[src/rtl/button_conditioner_if.sv]
// Button-side bundle: raw pushbutton inputs and the conditioned direction levels and press strobes.
// master drives btn_in (board / testbench); slave is the conditioner.
interface button_conditioner_if;
  logic [3:0] btn_in;
  logic       up;
  logic       down;
  logic       left;
  logic       right;
  logic [3:0] btn_pulse;

  modport master (output btn_in, input up, down, left, right, btn_pulse);
  modport slave  (input btn_in, output up, down, left, right, btn_pulse);
endinterface

[src/rtl/button_conditioner.sv]
// Four-button synchronizer + debounce FSM producing clean direction levels and press strobes.
// Optional macro BTN_AUTOREPEAT_EN adds per-button auto-repeat on btn_pulse.
module button_conditioner_lane #(
  parameter int DEB_CYCLES    = 4,
  parameter int REPEAT_DELAY  = 8,
  parameter int REPEAT_PERIOD = 4
) (
  input  logic clk,
  input  logic rst,
  input  logic raw,
  output logic level,
  output logic pulse
);
  localparam int CW = $clog2(DEB_CYCLES + 1);

  localparam logic [1:0] IDLE         = 2'd0;
  localparam logic [1:0] PRESS_WAIT   = 2'd1;
  localparam logic [1:0] HELD         = 2'd2;
  localparam logic [1:0] RELEASE_WAIT = 2'd3;

  logic          sync1, s;
  logic [1:0]    state;
  logic [CW-1:0] cnt;
  logic          cnt_done;
  logic          press_acc;
  logic          rpt_hit;

  assign cnt_done  = (cnt == CW'(DEB_CYCLES));
  assign press_acc = (state == PRESS_WAIT) && s && cnt_done;

`ifdef BTN_AUTOREPEAT_EN
  localparam int RMAX = (REPEAT_DELAY > REPEAT_PERIOD) ? REPEAT_DELAY : REPEAT_PERIOD;
  localparam int RW   = $clog2(RMAX + 1);

  logic [RW-1:0] rcnt, rnext, rlimit;
  logic          rep;   // first repeat already issued; later ones use the period

  assign rnext   = rcnt + 1'b1;
  assign rlimit  = rep ? RW'(REPEAT_PERIOD) : RW'(REPEAT_DELAY);
  assign rpt_hit = ((state == HELD) || (state == RELEASE_WAIT)) && (rnext == rlimit);

  // Cleared only on a fresh acceptance, so a release-bounce back to HELD keeps cadence
  always_ff @(posedge clk or posedge rst) begin
    if (rst) begin
      rcnt <= '0;
      rep  <= 1'b0;
    end else if (press_acc) begin
      rcnt <= '0;
      rep  <= 1'b0;
    end else if ((state == HELD) || (state == RELEASE_WAIT)) begin
      if (rpt_hit) begin
        rcnt <= '0;
        rep  <= 1'b1;
      end else begin
        rcnt <= rnext;
      end
    end else begin
      rcnt <= '0;
      rep  <= 1'b0;
    end
  end
`else
  assign rpt_hit = 1'b0;
`endif

  always_ff @(posedge clk or posedge rst) begin
    if (rst) begin
      sync1 <= 1'b0;
      s     <= 1'b0;
      state <= IDLE;
      cnt   <= '0;
      level <= 1'b0;
      pulse <= 1'b0;
    end else begin
      sync1 <= raw;
      s     <= sync1;
      pulse <= press_acc | rpt_hit;
      case (state)
        IDLE: begin
          if (s) begin
            state <= PRESS_WAIT;
            cnt   <= CW'(1);
          end
        end
        PRESS_WAIT: begin
          if (!s) begin
            state <= IDLE;
            cnt   <= '0;
          end else if (cnt_done) begin
            state <= HELD;
            cnt   <= '0;
            level <= 1'b1;
          end else begin
            cnt <= cnt + 1'b1;
          end
        end
        HELD: begin
          if (!s) begin
            state <= RELEASE_WAIT;
            cnt   <= CW'(1);
          end
        end
        default: begin // RELEASE_WAIT
          if (s) begin
            state <= HELD;
            cnt   <= '0;
          end else if (cnt_done) begin
            state <= IDLE;
            cnt   <= '0;
            level <= 1'b0;
          end else begin
            cnt <= cnt + 1'b1;
          end
        end
      endcase
    end
  end
endmodule

module button_conditioner #(
  parameter int DEB_CYCLES    = 4,
  parameter int REPEAT_DELAY  = 8,
  parameter int REPEAT_PERIOD = 4
) (
  input  logic                 clk,
  input  logic                 rst,
  button_conditioner_if.slave  btn
);
  localparam int NUM_LANES = 4;

  logic [NUM_LANES-1:0] lvl;
  logic [NUM_LANES-1:0] pls;

  for (genvar i = 0; i < NUM_LANES; i++) begin : g_lane
    button_conditioner_lane #(
      .DEB_CYCLES   (DEB_CYCLES),
      .REPEAT_DELAY (REPEAT_DELAY),
      .REPEAT_PERIOD(REPEAT_PERIOD)
    ) u_lane (
      .clk  (clk),
      .rst  (rst),
      .raw  (btn.btn_in[i]),
      .level(lvl[i]),
      .pulse(pls[i])
    );
  end

  assign btn.up        = lvl[3];
  assign btn.down      = lvl[2];
  assign btn.left      = lvl[1];
  assign btn.right     = lvl[0];
  assign btn.btn_pulse = pls;
endmodule

[src/flat_wrapper.sv]
// flat-port wrapper written by rule: the top's interface ports become plain ports
module button_conditioner_flat 
#(
  parameter int DEB_CYCLES    = 4,
  parameter int REPEAT_DELAY  = 8,
  parameter int REPEAT_PERIOD = 4
)
  (clk, rst, btn_btn_in, btn_up, btn_down, btn_left, btn_right, btn_btn_pulse);
  button_conditioner_if btn_i ();
  input  logic clk;
  input  logic rst;
  input wire logic [$bits(btn_i.btn_in)-1:0] btn_btn_in;
  output wire logic [$bits(btn_i.up)-1:0] btn_up;
  output wire logic [$bits(btn_i.down)-1:0] btn_down;
  output wire logic [$bits(btn_i.left)-1:0] btn_left;
  output wire logic [$bits(btn_i.right)-1:0] btn_right;
  output wire logic [$bits(btn_i.btn_pulse)-1:0] btn_btn_pulse;
  assign btn_i.btn_in = btn_btn_in;
  assign btn_up = btn_i.up;
  assign btn_down = btn_i.down;
  assign btn_left = btn_i.left;
  assign btn_right = btn_i.right;
  assign btn_btn_pulse = btn_i.btn_pulse;
  button_conditioner #(.DEB_CYCLES(DEB_CYCLES), .REPEAT_DELAY(REPEAT_DELAY), .REPEAT_PERIOD(REPEAT_PERIOD)) u_core (.clk(clk), .rst(rst), .btn(btn_i));
endmodule
[config.mk]
export PLATFORM = sky130hd
export DESIGN_NAME = button_conditioner_flat
export DESIGN_NICKNAME = d
export VERILOG_FILES = /design/src/rtl/button_conditioner_if.sv /design/src/rtl/button_conditioner.sv /design/src/flat_wrapper.sv
export SDC_FILE = /design/constraint.sdc
export NUM_CORES = 1
export LEC_CHECK = 0
export BUFFER_PORTS_ARGS = -buffer_cell sky130_fd_sc_hd__buf_2
export CAP_MARGIN = 20
export CORE_UTILIZATION = 60
export CTS_BUF_LIST = sky130_fd_sc_hd__clkbuf_4
export DETAILED_ROUTE_END_ITERATION = 16
export PLACE_DENSITY = 0.81
export SYNTH_ARGS = -nofsm -noshare
export SYNTH_HDL_FRONTEND = slang
export SYNTH_SLANG_ARGS = --single-unit
[constraint.sdc]
create_clock -name clk -period 3.84 [get_ports clk]
set_input_delay 0.768 -clock clk [delete_from_list [all_inputs] [get_ports clk]]
set_output_delay 0.768 -clock clk [all_outputs]
set_load 0.01 [all_outputs]
Word-level counts from Yosys, hierarchy flattened
Index checks and enable logic that the tools add are counted.
- register bits after elaboration: 36
- word-level logic and storage cells: 168
- add/sub/neg operators: 4
- bitwise logic cells: 4
- reduce and logical (&&, ||, !) cells: 32
- mux-type cells: 72
- equality and inequality tests: 32
- operators by type and width (kind ; count):
    3-bit 2-to-1 mux ; 20
    2-bit 2-to-1 mux ; 24
    3-bit one-hot mux with 3 select lines ; 4
    4-bit AND reduction ; 8
    2-bit inequality test (second input constant) ; 12
    2-bit one-hot mux with 3 select lines ; 4
    1-bit 2-to-1 mux ; 16
    4-bit nonzero test ; 4
    3-bit by 1-bit adder with 3-bit output (second input constant) ; 4
    3-bit equality test (second input constant) ; 4
    3-bit inequality test (second input constant) ; 4
    2-bit by 1-bit equality test with 1-bit output (second input constant) ; 4
    2-bit equality test (second input constant) ; 4
    1-bit logical AND ; 8
    2-bit zero test ; 4
    2-bit by 1-bit inequality test with 1-bit output (second input constant) ; 4
    1-bit one-hot mux with 2 select lines ; 4
    2-bit AND reduction ; 4
    2-bit OR reduction ; 4
    1-bit NOT ; 4

Logic depth before layout (Yosys ltp)
Gate-level depths: netlist (run 1).
- word-level depth: 4
- depth in mapped cells: 5
- gate-level depth less buffers: 5

Modules after synthesis
Synthesis (run 1) repeated with hierarchy kept, for this count alone.
- cells, all modules: 222
- area total of the unflattened synthesis: 2354.8 um2
- modules (own cells, without submodules) (module ; cells an instance ; sequential area each (um2) ; area an instance (um2) ; times used):
    button_conditioner_lane at u_core.g_lane[0].u_lane ... ; 56 ; 225.2 ; 590.6 ; 2
    button_conditioner_lane at u_core.g_lane[2].u_lane ... ; 55 ; 225.2 ; 586.8 ; 2

Worst setup path before layout (run 1)
No wires, ideal clock.
- path type: reg-to-reg
- start point: register with a tool-made name
- end point: register u_core.g_lane[0].u_lane.level
- setup slack: 2.139 ns
- data arrival time: 1.576 ns
- stages on the path, launching flop included: 6
- required time: 3.715 ns
- cells stage by stage: dfrtp_1 inv_1 ha_1 ha_1 nor4_1 mux2_2
- RTL lines (element ; line ; RTL):
    end signal, assigned ; button_conditioner.sv:72 ; level <= 1'b0;
    end signal, assigned ; button_conditioner.sv:92 ; level <= 1'b1;
    end signal, assigned ; button_conditioner.sv:110 ; level <= 1'b0;
    end, declared ; button_conditioner.sv:11 ; output logic level,

==> results of run 1 <==
per-layer routing:
metal  vias to the layer above  wire length [um]
li1                        775                 -
met1                       771              1641
met2                        34              1980
met3                        10               121
met4                         0                72
met5                         -                 0
through the flow:
stage	setup WS [ns]	instance area [um^2]	hold slack [ns]	power, mW
final	1.965	2356	0.3565	1.538
after global routing	1.828	2356	0.3745	1.675
after CTS	1.978	2356	0.3595	1.546
after detailed placement	2.002	2311	0.3358	1.361
after global placement	2.110	2311	0.3332	1.294
after floorplan	2.139	2221	0.3312	1.186
synth_stat cells, types with 5 or more instances:
cell	instances	area (um^2)
dfrtp_1	36	900.9
ha_1	28	350.3
inv_1	24	90.09
nand2_1	11	41.29
nand2b_1	8	50.05
nor2_1	7	26.28
a21oi_1	6	30.03
mux2_2	5	56.30
nand3b_1	5	37.54
nor3_1	5	25.02
o211ai_1	5	37.54
worst max-delay path, cell delays in order, from the launching register on:
cell	delay (ns)
dfrtp_1	0.45
inv_1	0.09
ha_1	0.23
ha_1	0.31
nor4_1	0.31
mux2_2	0.38
power by group:
| part | switching (mW) | leakage [nW] | internal, mW | total [mW] |
|---|---|---|---|---|
| clock | 0.118 | 0.0261 | 0.0639 | 0.182 |
| sequential | 0.0934 | 0.454 | 0.472 | 0.565 |
| combinational | 0.436 | 0.660 | 0.355 | 0.791 |
cells by family (layout without fill, tap and decap cells):
kind of cell             after synthesis  count (layout)  share of synthesized area [%]
buffers and inverters                 30              45                          5.859
AO/OA/AOI/OAI                         49              49                          18.59
AND/OR/NAND/NOR                       54              54                          13.75
flip-flops                            36              36                          40.56
multiplexers                          10              10                          5.465
adder cells (fa/ha/maj)               28              28                          15.77
layout make-up:
cell class	instances	area [um^2]	share of cell area, %
clock buffers	5	37.54	1.593
clock inverters	2	7.507	0.3186
inverters	24	90.09	3.824
multi-input cells	141	1190	50.50
flip-flops and latches	36	900.9	38.24
well taps	46	57.56	2.443
repair buffers	14	72.57	3.080
path summary, 6_finish.rpt:
path	start	end	slack (ns)	depth (start not counted)
max	register	u_core.g_lane[0].u_lane.level	1.96	5
min	u_core.g_lane[0].u_lane.sync1	u_core.g_lane[0].u_lane.s	0.36	0
max reg2reg	register	u_core.g_lane[0].u_lane.level	1.96	5
min reg2reg	u_core.g_lane[0].u_lane.sync1	u_core.g_lane[0].u_lane.s	0.36	0
max in group asynchronous	rst	u_core.g_lane[3].u_lane.cnt[0]	2.62	3
min in group asynchronous	rst	u_core.g_lane[2].u_lane.state[0]	0.52	2
==> impl_metrics.env, run 1 <==
export IMPL_hp_class="register to register"
export IMPL_fmax_ghz=0.5332
export IMPL_critPathMaxFanout=6
export IMPL_peakVddDrop_uv=417.1
export IMPL_diodes=0
export IMPL_critPathLaunchType="register"
export IMPL_fin_nets=256
export IMPL_cts_sinks=36
export IMPL_vias_per_cell=5.933
export IMPL_grt_busiest_layer="met2"
export IMPL_holdBufCountCts=0
export IMPL_die_w_um=62.84
export IMPL_track_usage_pct=22.44
export IMPL_grt_max_degree=20
export IMPL_clock_skew_ns=0.002919
export IMPL_hpwl_um=2966
export IMPL_worst_pin_slew_ns=0.6949
export IMPL_ctsLongestPathBuffers=2
export IMPL_crit_required_ns=4.06
export IMPL_grt_overflow=0
export IMPL_fin_setup_tns_ns=0
export IMPL_drc_errors=0
export IMPL_portBuffers=13
export IMPL_routabilityCongestion=0.8179
export IMPL_status="complete, no violations"
export IMPL_rows=21
export IMPL_pin_count=14
export IMPL_cp_end_kind="register"
export IMPL_clk_pin_slew_worst_paths_ns=0.10
export IMPL_slew_violations=0
export IMPL_synth_seq_area_share_pct=40.56
export IMPL_clk_latency_ns=0.33
export IMPL_layout_common_cells="36 x dfrtp_1, 28 x ha_1, 24 x inv_1"
export IMPL_cts_made_buffers=5
export IMPL_synth_avg_cell_area_um2=10.73
export IMPL_grt_util_met3_pct=5.839
export IMPL_maxCapViolCount=0
export IMPL_cellLeakagePower_nw=1.140
export IMPL_die_area_um2=3949
export IMPL_place_inst=261
export IMPL_htreeDepth=2
export IMPL_cts_tree="built"
export IMPL_synthesis_area_um2=2221
export IMPL_final_core_util_pct=68.45
export IMPL_grt_first_pass_wirelength_um=6969
export IMPL_syn_num_nets=241
export IMPL_synth_edff_count=0
export IMPL_wl_um=3815
export IMPL_ys_warn_count=0
export IMPL_ys_flop_type="dfrtp_1"
export IMPL_antenna_found_initial=0
export IMPL_relSlewSlack_pct=53.62
export IMPL_antenna_left=0
export IMPL_finalNonFillerCells=268
export IMPL_setup_violations=0
export IMPL_fin_crit_sh_pct=48.84
export IMPL_setup_worst_path_class="register to register"
export IMPL_fillers=265
export IMPL_grt_pass1_vias=1640
export IMPL_avgRoutedWirePerCell_um=14.24
export IMPL_first_pass_iters=6
export IMPL_initial_core_util_pct=64.52
export IMPL_core_area_um2=3442
export IMPL_hold_violations=0
export IMPL_powerDensity_nw_per_um2=652.7
export IMPL_async_reset_ff_share_pct=100.0
export IMPL_min_period_ns=1.875
export IMPL_vias=1590
export IMPL_die_height_um=62.84
export IMPL_root_buffer="clkbuf_4"
export IMPL_met2_usage_pct=40.63
export IMPL_arrival_ns=2.10
export IMPL_ys_seq_elements=36
export IMPL_synth_cell_types=43
export IMPL_rsz0062_at_grt="false"
export IMPL_postCtsSetupBuffers=0
export IMPL_drtIter0Drc=160
export IMPL_syn_inst=207
export IMPL_met1_usage_pct=24.97
export IMPL_layout_drive_gt1_share_pct=15.32
export IMPL_synthToLayoutAreaGrowth_pct=6.085
export IMPL_final_common_cell="dfrtp_1"
export IMPL_cts_resized=0
(Power assumes the default switching activity.)
==> run 2: changes to the inputs <==
ABC_AREA = 1   (was unset)
CORE_UTILIZATION = 57   (was 60)
clock period = 1.66 ns   (was 3.84 ns; I/O delays follow)
==> run 2 against run 1 <==
  * Design area barely moved
  * Core utilization fell by 4.6 points
  * Register-to-register slack lost 1.7 ns
  * Clock skew grew 0.0013 ns
  * Via count up 8.1%
  * Clock-buffer cell count up 1
  * Non-clock buffer count is the same
  * Largest power group unchanged
==> impl_metrics.env, run 2 <==
export IMPL_cellLeakagePower_nw=1.359
export IMPL_diodes=0
export IMPL_setup_violations=0
export IMPL_placed_area_um2=2305
export IMPL_clk_pin_slew_worst_paths_ns=0.11
export IMPL_wl_um=3445
export IMPL_cp_slowest_stage_delay_ns=0.45
export IMPL_path_common_cell="ha_1"
export IMPL_pin_count=14
export IMPL_timing_rr_start="u_core.g_lane[1].u_lane.state[0]"
export IMPL_total_power_mw=3.683
export IMPL_maxCapViolCount=0
export IMPL_portBuffers=13
export IMPL_antenna_found_initial=0
export IMPL_holdBufCountCts=0
export IMPL_synthesis_area_um2=2202
export IMPL_netlist_top_cells_area="dfrtp_1 41%, ha_1 16%, nand2_1 14%"
export IMPL_die_area_um2=4116
export IMPL_r2r_end="u_core.g_lane[1].u_lane.level"
export IMPL_arrival_ns=1.67
export IMPL_final_area_um2=2355
export IMPL_synth_top_cell_by_area="dfrtp_1"
export IMPL_final_core_util_pct=63.84
export IMPL_synth_seq_area_share_pct=40.91
export IMPL_synth_top_area_share_pct=40.91
export IMPL_cp_num_buf_inv=0
export IMPL_synthToLayoutAreaGrowth_pct=6.932
export IMPL_min_period_ns=1.443
export IMPL_relSlewSlack_pct=71.10
export IMPL_avgRoutedWirePerCell_um=9.787
export IMPL_final_common_cell="nand2_1"
export IMPL_die_w_um=64.16
export IMPL_grt_first_pass_wirelength_um=6279
export IMPL_syn_num_nets=321
export IMPL_htreeDepth=2
export IMPL_setup_worst_path_class="register to register"
export IMPL_crit_family="adder cells"
export IMPL_critPathMaxFanout=6
export IMPL_cts_tree="built"
export IMPL_root_buffer="clkbuf_4"
export IMPL_fin_setup_tns_ns=0
export IMPL_yosysMostFrequentCell="nand2_1"
export IMPL_cts_sinks=36
export IMPL_hp_class="input port to async pin"
export IMPL_reg2reg_setup_slack_ns=0.22
export IMPL_clk_latency_ns=0.34
export IMPL_peakVddDrop_uv=896.0
export IMPL_cp_depth=5
export IMPL_syn_inst=287
export IMPL_status="complete, no violations"
export IMPL_worst_pin_slew_ns=0.4335
export IMPL_finalNonFillerCells=352
export IMPL_crit_slowest_cell="dfrtp_1"
export IMPL_clock_skew_ns=0.004247
export IMPL_antenna_left=0
export IMPL_core_area_um2=3689
export IMPL_crit_required_ns=1.88
export IMPL_synth_cell_types=16
export IMPL_postCtsSetupBuffers=0
export IMPL_powerDensity_nw_per_um2=1564
export IMPL_cts_resized=0
export IMPL_vias=1719
export IMPL_grt_max_degree=37
export IMPL_ys_flop_type="dfrtp_1"
export IMPL_track_usage_pct=19.45
export IMPL_cp_end_kind="register"
export IMPL_die_height_um=64.16
export IMPL_place_inst=345
export IMPL_fin_nets=338
export IMPL_grt_overflow=0
export IMPL_crit_path_cell_trace="ha_1 -> ha_1 -> nand3b_1 -> nand2_1 -> o21ai_0"
export IMPL_fmax_ghz=0.6928
export IMPL_cts_made_buffers=5
export IMPL_ctsLongestPathBuffers=2
export IMPL_async_reset_ff_share_pct=100.0
export IMPL_grt_pass1_vias=1615
export IMPL_routabilityCongestion=0.8868
export IMPL_ff2ff_path_depth=5
export IMPL_drc_errors=0
export IMPL_ys_seq_elements=36
export IMPL_synth_edff_count=0
export IMPL_fin_crit_sh_pct=86.96
export IMPL_initial_core_util_pct=59.70
export IMPL_layout_drive_gt1_share_pct=11.51
export IMPL_rows=22
export IMPL_slew_violations=0
export IMPL_ys_top_cells_by_count="80 x nand2_1, 49 x inv_1, 36 x dfrtp_1"
export IMPL_vias_per_cell=4.884
export IMPL_critPathLaunchType="register"
export IMPL_ys_warn_count=0
export IMPL_layout_common_cells="80 x nand2_1, 49 x inv_1, 36 x dfrtp_1"
export IMPL_rsz0062_at_grt="false"
export IMPL_hpwl_um=2597
export IMPL_drtIter0Drc=98
export IMPL_first_pass_iters=4
export IMPL_synth_avg_cell_area_um2=7.673
export IMPL_hold_violations=0
export IMPL_fillers=339
-- run 2: cell count changes after synthesis, moves of 6 or more --
cell and delta:
nand4_1 +8, nand2_1 +69, nand2b_1 -8, inv_1 +25
nand3_1 +14, o21ai_1 +7, nor2_1 +22, inv_2 +7
nand2_2 +6
-- run 2: power breakdown --
part           internal [mW]  switching (mW)  total [mW]
Sequential              1.12           0.218        1.34
Combinational          0.709            1.17        1.88
Clock                  0.172           0.288       0.460
-- run 2: layer usage --
metal | vias to the layer above | global-route usage (%) | wire length (um)
li1 | 910 | - | -
met1 | 775 | 22.71 | 1617
met2 | 30 | 32.71 | 1669
met3 | 4 | 5.714 | 117
met4 | 0 | 9.167 | 40
met5 | - | 0 | 0
-- run 2: cell families after synthesis --
| family | synth area share, % |
|---|---|
| simple gates | 27.05 |
| fa+ha+maj | 15.91 |
| buf+inv | 10.91 |
| flops | 40.91 |
| compound gates | 5.227 |
-- run 2: layout make-up --
type / count / area [um^2] / area share [%]
Multi-Input combinational cell: 191 / 1061 / 45.06
Sequential cell: 36 / 900.9 / 38.26
Inverter: 56 / 210.2 / 8.927
Timing Repair Buffer: 14 / 72.57 / 3.082
Tap cell: 48 / 60.06 / 2.550
Clock buffer: 6 / 45.04 / 1.913
Clock inverter: 1 / 5.005 / 0.2125
-- run 2: how the worst max path moves through the flow --
stage,startpoint,to,slack [ns]
finish,u_core.g_lane[1].u_lane.state[0],u_core.g_lane[1].u_lane.level,0.22
global route,u_core.g_lane[0].u_lane.state[0],u_core.g_lane[0].u_lane.level,0.1
CTS,register,u_core.g_lane[1].u_lane.level,0.20
detailed placement,register,u_core.g_lane[1].u_lane.level,0.22
global placement,register,u_core.g_lane[1].u_lane.level,0.28
floorplan,u_core.g_lane[1].u_lane.state[0],u_core.g_lane[1].u_lane.level,0.35
-- run 2: worst register-to-register path: stages, from the launching register on --
cell	delay, ns
dfrtp_1	0.45
ha_1	0.26
ha_1	0.29
nand3b_1	0.18
nand2_1	0.08
o21ai_0	0.08
-- run 2: metrics by stage --
stage	hold WS [ns]	setup WS (ns)
6_report	0.06549	0.2165
4_1_cts	0.06656	0.2029
3_3_place_gp	0.3320	0.2825
5_1_grt	0.06707	0.09536
2_1_floorplan	0.3312	0.3513
3_5_place_dp	0.3356	0.2243
==> run 3: changes to the inputs <==
PLACE_DENSITY = 0.8   (was 0.81)
SYNTH_HIERARCHICAL = 1   (was unset)
==> run 3 against run 2 <==
  * Sequential power about the same
  * Area after synthesis up 3.2%
  * Hold slack improved by 0.036 ns
  * Non-clock buffer count unchanged
  * Highest routed layer unchanged
  * Worst setup slack gained 0.033 ns
  * Design area grew 4.4%
  * Critical path depth increased by 1
  * Final cell count is 2.6% higher
  * Largest power group unchanged
  * Global-route usage rose by 2.5 points
==> impl_metrics.env, run 3 <==
export IMPL_status="complete, no violations"
export IMPL_met1_usage_pct=24.61
export IMPL_fin_setup_tns_ns=0
export IMPL_drtIter0Drc=129
export IMPL_synth_top_area_share_pct=39.65
export IMPL_cp_slowest_stage_delay_ns=0.45
export IMPL_synth_avg_cell_area_um2=7.781
export IMPL_vias=1817
export IMPL_core_area_um2=3744
export IMPL_ys_flop_type="dfrtp_1"
export IMPL_ys_top_cells_by_count="88 x nand2_1, 44 x inv_1, 36 x dfrtp_1"
export IMPL_clk_pin_slew_worst_paths_ns=0.10
export IMPL_synth_edff_count=0
export IMPL_holdBufCountCts=1
export IMPL_grt_util_met3_pct=5.903
export IMPL_hold_violations=0
export IMPL_crit_path_cell_trace="ha_1 -> ha_1 -> nor2_1 -> nand2_1 -> nand2_1 -> nand2_1"
export IMPL_rows=22
export IMPL_cts_resized=0
export IMPL_synth_seq_area_share_pct=39.65
export IMPL_path_common_cell="nand2_1"
export IMPL_vias_per_cell=5.033
export IMPL_relSlewSlack_pct=75.66
export IMPL_die_w_um=65.14
export IMPL_wl_um=3914
export IMPL_crit_required_ns=1.89
export IMPL_grt_busiest_layer="met2"
export IMPL_track_usage_pct=21.95
export IMPL_worst_pin_slew_ns=0.3647
export IMPL_htreeDepth=2
export IMPL_final_common_cell="nand2_1"
export IMPL_final_area_um2=2457
export IMPL_slew_violations=0
export IMPL_synthToLayoutAreaGrowth_pct=8.150
export IMPL_finalNonFillerCells=361
export IMPL_die_height_um=65.14
export IMPL_synth_top_cell_by_area="dfrtp_1"
export IMPL_grt_pass1_vias=1813
export IMPL_place_inst=353
export IMPL_routabilityCongestion=0.8669
export IMPL_synth_cell_types=15
export IMPL_grt_first_pass_wirelength_um=7189
export IMPL_crit_family="adder cells"
export IMPL_avgRoutedWirePerCell_um=10.84
export IMPL_fin_crit_sh_pct=84.97
export IMPL_pin_count=14
export IMPL_clock_skew_ns=0.01176
export IMPL_layout_drive_gt1_share_pct=16.61
export IMPL_powerDensity_nw_per_um2=1578
export IMPL_layout_common_cells="88 x nand2_1, 44 x inv_1, 36 x dfrtp_1"
export IMPL_root_buffer="clkbuf_4"
export IMPL_crit_slowest_cell="dfrtp_1"
export IMPL_ys_warn_count=6
export IMPL_cp_num_buf_inv=0
export IMPL_die_area_um2=4243
export IMPL_rsz0062_at_grt="false"
export IMPL_postCtsSetupBuffers=0
export IMPL_first_pass_iters=4
export IMPL_async_reset_ff_share_pct=100.0
export IMPL_hpwl_um=2996
export IMPL_cts_sinks=36
export IMPL_syn_num_nets=326
export IMPL_initial_core_util_pct=60.70
export IMPL_yosysMostFrequentCell="nand2_1"
export IMPL_netlist_top_cells_area="dfrtp_1 40%, ha_1 15%, nand2_1 15%"
export IMPL_grt_max_degree=11
export IMPL_drc_errors=0
export IMPL_synthesis_area_um2=2272
export IMPL_setup_worst_path_class="register to register"
export IMPL_cp_end_kind="register"
export IMPL_fmax_ghz=0.7090
export IMPL_maxCapViolCount=0
export IMPL_met2_usage_pct=38.41
export IMPL_peakVddDrop_uv=866.0
export IMPL_placed_area_um2=2397
export IMPL_cts_tree="built"
export IMPL_arrival_ns=1.64
export IMPL_ys_seq_elements=36
export IMPL_diodes=0
export IMPL_critPathMaxFanout=6
export IMPL_antenna_found_initial=0
export IMPL_syn_inst=292
export IMPL_cts_made_buffers=5
export IMPL_min_period_ns=1.410
export IMPL_grt_overflow=0
export IMPL_portBuffers=13
export IMPL_ctsLongestPathBuffers=2
export IMPL_critPathLaunchType="register"
export IMPL_clk_latency_ns=0.33
export IMPL_fin_nets=347
export IMPL_antenna_left=0
export IMPL_hp_class="input port to register"
export IMPL_cellLeakagePower_nw=1.428
export IMPL_setup_violations=0
run 3: cell types whose count changed in the layout (fill, tap and decap cells not counted), moves of 4 or more:
cell	change
inv_4	+4
o22ai_1	-4
nand4_1	+4
nand2_1	+8
nand3_1	-4
nand2_2	+10
nand3_2	+4
inv_1	-5
run 3: cell families after synthesis:
group,after synthesis,share of synthesized area (%)
DFF,36,39.65
and+or+nand+nor,164,33.26
AOI/OAI and AO/OA,12,2.643
adders and majority gates,28,15.42
buffers and inverters,52,9.031
run 3: per-stage QoR:
step                power, mW  util (%)  hold slack (ns)  setup WS [ns]
finish                  3.878     65.64           0.1015         0.2496
floorplan               3.001         -           0.1599         0.3745
CTS                     3.901     65.64          0.08469         0.2444
global route            4.325     65.64          0.07649         0.1357
detailed placement      3.431     64.04           0.3356         0.2652
global placement        3.335     64.04           0.3317         0.3117
run 3: final timing paths:
| path | cells after the start | to | from | slack (ns) |
|---|---|---|---|---|
| setup / recovery | 6 | u_core/g_lane[1].u_lane/level | u_core/g_lane[1].u_lane/state[0] | 0.25 |
| hold / removal | 1 | u_core/g_lane[2].u_lane/sync1 | btn_btn_in[2] | 0.10 |
| setup reg to reg | 6 | u_core/g_lane[1].u_lane/level | u_core/g_lane[1].u_lane/state[0] | 0.25 |
| hold reg to reg | 0 | u_core/g_lane[3].u_lane/s | u_core/g_lane[3].u_lane/sync1 | 0.35 |
| max in group asynchronous | 3 | u_core/g_lane[1].u_lane/level | rst | 0.84 |
| min in group asynchronous | 3 | u_core/g_lane[0].u_lane/s | rst | 0.54 |
run 3: cell type report:
type	instances	area, um^2
fillers	349	1286
inverters	52	205.2
repair buffers	14	75.07
clock buffers	6	45.04
well taps	48	60.06
flip-flops and latches	36	900.9
multi-input cells	204	1166
clock inverters	1	5.005
run 3: worst reg2reg max path: cells and delay by family (launching register included):
family        cells  cell delay, ns
simple gates      4            0.34
fa+ha+maj         2            0.53
flops             1            0.45
run 3: power breakdown:
part / switching (mW) / internal [mW] / total (mW)
sequential: 0.236 / 1.12 / 1.36
combinational: 1.31 / 0.759 / 2.07
clock: 0.279 / 0.173 / 0.451
run 3: metal layers:
metal | up-vias | wire length [um]
met3 | 6 | 162
met5 | - | 0
met4 | 0 | 40
met1 | 833 | 1751
li1 | 941 | -
met2 | 37 | 1960
